$ cat src/rtl/f_accum_expand_pkg.sv
// Shared definitions for the windowed accumulate/expand units.
// State encoding, default widths and the sign-extension helper.
package f_accum_expand_pkg;

    localparam int DATA_W_DEF   = 32;
    localparam int STRIDE_W_DEF = 16;
    localparam int DELAY_W_DEF  = 7;
    localparam int COUNT_W_DEF  = 16;

    localparam logic [1:0] S_IDLE = 2'd0;
    localparam logic [1:0] S_WAIT = 2'd1;
    localparam logic [1:0] S_EMIT = 2'd2;
    localparam logic [1:0] S_DONE = 2'd3;

    // Bits at and above w are filled with bit w-1; w=32 passes v through.
    function automatic logic [31:0] sext32(input logic [31:0] v, input int w);
        logic [31:0] mask;
        logic [4:0]  msb;
        mask = 32'hFFFF_FFFF << w;
        msb  = 5'(w - 1);
        return v[msb] ? (v | mask) : (v & ~mask);
    endfunction

endpackage

$ cat src/rtl/f_accum_expand_ctrl.sv
// Delay/phase/window counters and FSM for f_accum_expand.
// Emits capture/repeat strobes; F_ACCUM_EXPAND_UNPOOL_EN adds the position output.
module f_accum_expand_ctrl
    import f_accum_expand_pkg::*;
#(
    parameter int STRIDE_W = STRIDE_W_DEF,
    parameter int DELAY_W  = DELAY_W_DEF,
    parameter int COUNT_W  = COUNT_W_DEF
) (
    input  logic                i_clk,
    input  logic                i_rst,
    input  logic                i_run,
    input  logic                i_running,
    input  logic [STRIDE_W-1:0] i_stride,
    input  logic [COUNT_W-1:0]  i_windows,
    input  logic [DELAY_W-1:0]  i_delay,
    output logic                o_capture,
    output logic                o_repeat,
`ifdef F_ACCUM_EXPAND_UNPOOL_EN
    output logic [STRIDE_W-1:0] o_pos,
`endif
    output logic                o_done
);

    logic [1:0]          r_state;
    logic [DELAY_W-1:0]  r_delay;
    logic [STRIDE_W-1:0] r_phase;
    logic [COUNT_W-1:0]  r_win;
    logic [COUNT_W-1:0]  r_wins;
    logic                r_done;
    logic                w_step;
    logic                w_last;
    logic                w_finish;

    assign w_step    = !i_run && i_running;
    assign w_last    = (r_win == r_wins);
    assign o_capture = w_step
                     && ((r_state == S_WAIT && r_delay == '0)
                      || (r_state == S_EMIT && r_phase == '0 && !w_last));
    assign o_repeat  = w_step && r_state == S_EMIT && r_phase != '0;
    assign w_finish  = w_step && r_state == S_EMIT && r_phase == '0 && w_last;
    assign o_done    = r_done;

`ifdef F_ACCUM_EXPAND_UNPOOL_EN
    logic [STRIDE_W-1:0] r_stride;

    // phase counts down from stride, so position is stride-phase+1 before decrement
    assign o_pos = o_capture ? '0 : (r_stride - r_phase + 1'b1);

    always_ff @(posedge i_clk or posedge i_rst) begin
        if (i_rst)
            r_stride <= '0;
        else if (o_capture)
            r_stride <= i_stride;
    end
`endif

    always_ff @(posedge i_clk or posedge i_rst) begin
        if (i_rst) begin
            r_state <= S_IDLE;
            r_delay <= '0;
            r_phase <= '0;
            r_win   <= '0;
            r_wins  <= '0;
            r_done  <= 1'b0;
        end else if (i_run) begin
            r_delay <= i_delay;
            r_win   <= '0;
            r_wins  <= i_windows;
            r_done  <= 1'b0;
            r_state <= S_WAIT;
        end else begin
            if (w_step && r_state == S_WAIT && r_delay != '0)
                r_delay <= r_delay - 1'b1;
            if (o_capture) begin
                r_phase <= i_stride;
                r_state <= S_EMIT;
            end
            if (o_capture && r_state == S_EMIT)
                r_win <= r_win + 1'b1;
            if (o_repeat)
                r_phase <= r_phase - 1'b1;
            if (w_finish) begin
                r_state <= S_DONE;
                r_done  <= 1'b1;
            end
        end
    end

endmodule

$ cat src/rtl/f_accum_expand.sv
// Re-expands one reduced value per window into stride+1 samples.
// Define F_ACCUM_EXPAND_UNPOOL_EN for max-unpool mode (adds in1).
module f_accum_expand
    import f_accum_expand_pkg::*;
#(
    parameter int DATA_W   = DATA_W_DEF,
    parameter int STRIDE_W = STRIDE_W_DEF,
    parameter int DELAY_W  = DELAY_W_DEF,
    parameter int COUNT_W  = COUNT_W_DEF
) (
    input  logic                clk,
    input  logic                rst,
    input  logic                run,
    input  logic                running,
    input  logic [STRIDE_W-1:0] strideMinusOne,
    input  logic [COUNT_W-1:0]  windowsMinusOne,
    input  logic [DELAY_W-1:0]  delay0,
    input  logic [DATA_W-1:0]   in0,
`ifdef F_ACCUM_EXPAND_UNPOOL_EN
    input  logic [STRIDE_W-1:0] in1,
`endif
    output logic [31:0]         out0,
    output logic                done
);

    logic              w_cap;
    logic              w_rep;
    logic [DATA_W-1:0] r_held;
    logic [DATA_W-1:0] w_src;
    logic [31:0]       w_next;
    logic [31:0]       r_out0;

`ifdef F_ACCUM_EXPAND_UNPOOL_EN
    logic [STRIDE_W-1:0] w_pos;
    logic [STRIDE_W-1:0] r_idx;
    logic [STRIDE_W-1:0] w_idx;
`endif

    f_accum_expand_ctrl #(
        .STRIDE_W (STRIDE_W),
        .DELAY_W  (DELAY_W),
        .COUNT_W  (COUNT_W)
    ) u_ctrl (
        .i_clk     (clk),
        .i_rst     (rst),
        .i_run     (run),
        .i_running (running),
        .i_stride  (strideMinusOne),
        .i_windows (windowsMinusOne),
        .i_delay   (delay0),
        .o_capture (w_cap),
        .o_repeat  (w_rep),
`ifdef F_ACCUM_EXPAND_UNPOOL_EN
        .o_pos     (w_pos),
`endif
        .o_done    (done)
    );

    assign w_src = w_cap ? in0 : r_held;

`ifdef F_ACCUM_EXPAND_UNPOOL_EN
    // only the argmax slot carries the value; an out-of-range index never matches
    assign w_idx  = w_cap ? in1 : r_idx;
    assign w_next = (w_pos == w_idx) ? sext32(32'(w_src), DATA_W) : 32'd0;
`else
    assign w_next = sext32(32'(w_src), DATA_W);
`endif

    always_ff @(posedge clk or posedge rst) begin
        if (rst) begin
            r_held <= '0;
            r_out0 <= '0;
`ifdef F_ACCUM_EXPAND_UNPOOL_EN
            r_idx  <= '0;
`endif
        end else begin
            if (w_cap) begin
                r_held <= in0;
`ifdef F_ACCUM_EXPAND_UNPOOL_EN
                r_idx  <= in1;
`endif
            end
            if (w_cap || w_rep)
                r_out0 <= w_next;
        end
    end

    assign out0 = r_out0;

endmodule
$ cat config.mk
export PLATFORM = sky130hd
export DESIGN_NAME = f_accum_expand
export DESIGN_NICKNAME = d
export VERILOG_FILES = /design/src/rtl/f_accum_expand_pkg.sv /design/src/rtl/f_accum_expand_ctrl.sv /design/src/rtl/f_accum_expand.sv
export SDC_FILE = /design/constraint.sdc
export NUM_CORES = 1
export LEC_CHECK = 0
export ABC_AREA = 1
export ABC_CLOCK_PERIOD_IN_PS = 5900
export BUFFER_PORTS_ARGS = -buffer_cell sky130_fd_sc_hd__buf_2
export CELL_PAD_IN_SITES_DETAIL_PLACEMENT = 0
export CELL_PAD_IN_SITES_GLOBAL_PLACEMENT = 1
export CORE_UTILIZATION = 44
export DETAILED_ROUTE_END_ITERATION = 6
export GPL_TIMING_DRIVEN = 0
export PLACE_DENSITY_LB_ADDON = 0.1
export SLEW_MARGIN = 20
export SYNTH_ARGS = -nofsm -noshare
export SYNTH_HDL_FRONTEND = slang
export SYNTH_HIERARCHICAL = 1
export SYNTH_SLANG_ARGS = --single-unit
$ cat constraint.sdc
create_clock -name clk -period 5.9 [get_ports clk]
set_clock_uncertainty 0.1 [all_clocks]
set_input_delay 1.77 -clock clk [delete_from_list [all_inputs] [get_ports clk]]
set_output_delay 1.77 -clock clk [all_outputs]
set_load 0.03 [all_outputs]
Word-level counts from Yosys, hierarchy flattened
Index checks and enable logic that the tools add are counted.
- $add $sub $neg: 3
- eq/ne operators: 3
- muxes and demuxes: 12
- bitwise gates (word level): 1
- reduce and logical (&&, ||, !) cells: 26
- operator list (operator ; count):
    two-way mux 16 bit ; 4
    two-way mux 32 bit ; 1
    adder 16 x 1 -> 16 bit (second input constant) ; 1
    equality test 16 bit ; 1
    logical NOT 16 bit ; 1
    nonzero test 16 bit ; 1
    subtractor 16 x 1 -> 16 bit (second input constant) ; 1
    two-way mux 7 bit ; 2
    logical AND 1 bit ; 12
    nonzero test 2 bit ; 4
    logical NOT 7 bit ; 1
    nonzero test 7 bit ; 1
    subtractor 7 x 1 -> 7 bit (second input constant) ; 1
    two-way mux 2 bit ; 3
    nonzero test 3 bit ; 1
    equality test 2 x 1 -> 1 bit (second input constant) ; 1
    equality test 2 bit (second input constant) ; 1
    logical NOT 1 bit ; 2
    logical OR 1 bit ; 2
    two-way mux 1 bit ; 2
    AND reduction 2 bit ; 1
    inverter 1 bit ; 1
- register bits after elaboration: 122
- bits of input ports: 75
- output and inout port bits: 33
- word-level logic and storage cells: 53

Logic depth before layout (Yosys ltp)
- word-level depth: 8
- depth in mapped cells: 17
- gate-level depth less buffers: 14

By module
The synthesis kept the hierarchy.
- by module, submodules not included (module ; times used ; cells an instance ; area each (µm²) ; seq. area each (µm²)):
    f_accum_expand_ctrl ; 1 ; 517 ; 3662.3 ; 1451.4
    f_accum_expand ; 1 ; 273 ; 2509.9 ; 1601.5

Worst setup path after synthesis
OpenSTA, ideal clock, no wires.
- kind: input to register
- start: input run
- end: register r_out0[12] (netlist: out0[12])
- setup time: 0.117 ns
- arrival time: 3.181 ns
- required time: 5.683 ns
- path slack: 2.502 ns
- cell stages on the path: 15
- path buffers: 5
- path through: buf_6 -> clkinv_4 -> nand2_2 -> nor2_1 -> nand2_1 -> buf_2 -> buf_4 -> nand2_1 -> buf_6 -> inv_2 -> buf_6 -> nand2_1 -> nand2_2 -> nand2_1 -> nand2_1
- elaborated cells on any way between the ends: 7
- classes of those cells: 1 x mux; 6 x reduce/logical
- RTL lines (element ; line ; RTL):
    from (decl) ; f_accum_expand.sv:13 ; input logic run,
    logical NOT 1 bit ; f_accum_expand_ctrl.sv:35 ; assign w_step = !i_run && i_running;
    logical AND 1 bit ; f_accum_expand_ctrl.sv:35 ;
    logical AND 1 bit ; f_accum_expand_ctrl.sv:38 ; && ((r_state == S_WAIT && r_delay == '0)
    named net w_cap ; f_accum_expand.sv:26 ; logic w_cap;
    two-way mux 32 bit ; n/a ;
    named net w_next[12] ; f_accum_expand.sv:30 ; logic [31:0] w_next;
    to (signal assigned) ; f_accum_expand.sv:84 ; r_out0 <= w_next;
    to (decl) ; f_accum_expand.sv:31 ; logic [31:0] r_out0;
The timed path passes the listed nets, and every way through them passes these cells.
A chain may end at the register's enable or synchronous reset.

Worst setup path in the final report
- start: input run
- end: register r_out0[1] (netlist: out0[1])
- elaborated cells on any way between the ends: 7
- classes of those cells: 1 x mux; 6 x reduce/logical
- RTL lines (element ; line):
    logical NOT 1 bit (*) ; f_accum_expand_ctrl.sv:35
    logical AND 1 bit (*) ; f_accum_expand_ctrl.sv:35
    logical AND 1 bit (*) ; f_accum_expand_ctrl.sv:38
    named net w_cap ; f_accum_expand.sv:26
    two-way mux 32 bit / logical OR 1 bit (equally long branches) ; n/a
The timed path passes the listed nets; every way through them passes the cells marked *.

==> flow_summary.toml <==
[run_status]
outcome = "completed"

[global_route]
grt_remaining_overflow = 0
grt_pass1_vias = 5149
gr-usage-all-layers_pct = 21.9
wire_length_of_the_first_global_routing_pass_mm = 24.8
grt_antenna_before_repair = 0
grt_start_max_net_pins = 36

[finish]
multi_input_area_um2 = 2660
area_growth_synth_to_finish_pct = 22.9
sequential_cell_area_um2 = 3050
mostFrequentLayoutCells = "sky130_fd_sc_hd__nand2_1 (355), sky130_fd_sc_hd__dfrtp_1 (122), sky130_fd_sc_hd__buf_2 (112)"
finish.net_count = 996
final_layout_size_suffix_gt1_share_pct = 22.5
fin_util_pct = 56.4
antenna-diode-count = 0
nFillCells = 1302
stdcell_count = 1106
final_common_cell = "sky130_fd_sc_hd__nand2_1"

[sta]
final.setup.worst_slack_ps = 2580
clock.fmax_mhz = 301
final_critical_path_share_of_the_clock_period_pct = 56.3
max_slew_margin_pct = 67.4
setup_repair_after_global_routing_missed_its_margin = "false"
max_slew.worst_pin.slew_ps = 489
tns_ps = 0
final.hold.worst_slack_ps = 364
layout_min_cycle_time_ps = 3320
setup_viol_count_final = 0
hold_viol = 0
maxSlewViolCount = 0

[synthesis]
post_synthesis_sequential_element_count = 122
ys.warnings.count = 6
synth-xor-area-share_pct = 3.41
synthesis.nets = 869
synth_top_family_by_area = "simple AND/OR/NAND/NOR gates"
synthesis.instances = 790
syn-cell-area_um2 = 6170
post_synth_num_cell_types = 39
synth.mux.area_fraction_pct = 0
synth_simple_gate_area_share_pct = 33.4
synth_compound_area_share_pct = 5.47
post_synthesis_mean_instance_area_um2 = 7.81
post_synth_fa_ha_maj_area_fraction_pct = 0.811
seq_area_frac_synth_pct = 49.5

[die]
start_util_pct = 45.9
dieArea_um2 = 14500
core_area_um2 = 13500
fp-row-count = 42
floorplan.die.height_um = 120
fp.dieW_um = 120
pin_count = 108

[routing]
drtAntennaViolNets = 0
drt_iter0_drc = 340
routed_length_per_placed_instance_um = 13.3
drt-total-wl_mm = 14.8
drt_drc_violations_left = 0
num_vias = 5400
drt_pass1_iterations = 5
vias_per_cell = 4.88

[clocking]
clock_tree_root = "sky130_fd_sc_hd__clkbuf_16"
cts-root-to-sink-buffers = 2
cts-htree-levels = 4
post_cts_resized = 0
worstSkewPairLatency_ps = 420
num_cts_buffers = 17
hold_fix_buffer_count_after_cts = 0
tritoncts = "done"
cts_setup_buffers = 0
clk_pin_slew_ps = 50
cts_sinks = 122

[critical_path]
worst-r2r-setup-slack_ps = 3390
critPathRequiredTime_ps = 6150
worstSetupStartpointType = "input port"
setup.worst_path.start = "run"
worst_path_most_repeated_cell = "sky130_fd_sc_hd__nand2_1"
cp_slowest_stage_delay_ps = 280
critical_path.cell_chain = "buf_6, clkinv_4, nand2_2, nor2_1, nand2_1, buf_2, buf_4, nand2_1, buf_6, nor2_8, buf_2, nand2_1, nand2_1"
crit_path_max_fanout = 10
cp_data_arrival_time_ps = 3580
standard_cell_with_the_maximum_stage_delay_on_the_critical_path = "sky130_fd_sc_hd__buf_2"
crit-reg2reg-launch = "u_ctrl/r_win[2]"
crit_path_end_kind = "flip-flop"
worst-setup-path-type = "input port to flip-flop"

[power]
power-per-cell-area_nw_per_um2 = 333
worst_ir_drop_vdd_v = 0.000223
leakage_nw = 4.12

[place]
dpl_worst_slack_ps = 2160
gp_congestion = 0.860
place.port_buffers = 106
post-dp-hpwl_mm = 10.6
placed_cells_incl_taps = 1074

[worst_hold_path]
holdCritPathClass = "flip-flop to flip-flop"
hold_path_startpoint = "r_held[24]"

[job]
max_capacitance_violation_count = 0
cells by family after synthesis:
logic type | Yosys count
DFF | 122
adders and majority gates | 4
xor gates and xnor gates | 24
buffers and inverters | 89
AOI/OAI and AO/OA | 61
and+or+nand+nor | 490
cells in the mapped netlist (all sizes together):
| cell | number | area (um2) |
|---|---|---|
| clkbuf | 7 | 33.8 |
| clkinv | 1 | 8.76 |
| a31oi | 2 | 12.5 |
| a21oi | 3 | 26.3 |
| nor4 | 1 | 6.26 |
| dfrtp | 122 | 3050 |
| nor3 | 4 | 31.3 |
| nand3 | 34 | 188 |
| buf | 24 | 203 |
| o211ai | 4 | 30.0 |
| xnor2 | 8 | 70.1 |
| nor2 | 55 | 240 |
| ha | 4 | 50.1 |
| o31ai | 1 | 7.51 |
| inv | 57 | 216 |
| xor2 | 16 | 140 |
| nand4 | 18 | 113 |
| or2 | 1 | 6.26 |
| o21ai | 50 | 254 |
| nand2 | 376 | 1470 |
| and2 | 1 | 6.26 |
| o21bai | 1 | 7.51 |
layout make-up:
| type | count | share of cell area [%] |
|---|---|---|
| sequential | 122 | 40.2 |
| multi-input combinational | 579 | 35.0 |
| timing repair buffer | 108 | 7.52 |
| clock buffer | 20 | 5.89 |
| buffer | 31 | 3.12 |
| inverter | 58 | 3.03 |
| tap | 176 | 2.90 |
| clock inverter | 12 | 2.28 |
per-layer routing:
metal	GRT usage, %	wire, um	up-vias
met5	0	0	-
met4	8.33	203	0
met3	4.76	756	25
met2	34.1	6850	139
met1	30.0	6950	2515
li1	-	-	2721
state kept, by name, summed over array words and instances, names as in the netlist:
name,count
u_ctrl/r_state,2
u_ctrl/r_wins,16
out0,32
u_ctrl/o_done,1
u_ctrl/r_phase,16
u_ctrl/r_delay,7
u_ctrl/r_win,16
r_held,32
worst max-delay path, delay by kind of cell:
kind / cells / cell delay [ps]
simple gates: 7 / 650
buf+inv: 6 / 1120
where the power goes:
group | switching [mW] | internal (mW)
logic | 0.286 | 0.173
clock network | 0.373 | 0.715
registers | 0.0517 | 0.927
total | 0.710 | 1.82
per-stage QoR:
stage | power [mW] | instance area, um2
detailed placement | 1.45 | 6970
finish | 2.53 | 7590
CTS | 2.55 | 7590
floorplan | 1.33 | 6170
global placement | 1.44 | 6920
global route | 2.66 | 7590
path summary, 6_finish.rpt:
check                                  end  cells past startpoint
worst max register to register     out0[1]                     15
worst min register to register  r_held[24]                      2
min in group asynchronous         out0[22]                      2
max in group asynchronous         out0[12]                      3
worst min-delay path            r_held[24]                      2
worst max-delay path               out0[1]                     13
Note: power is estimated with default switching activity, not from simulation.
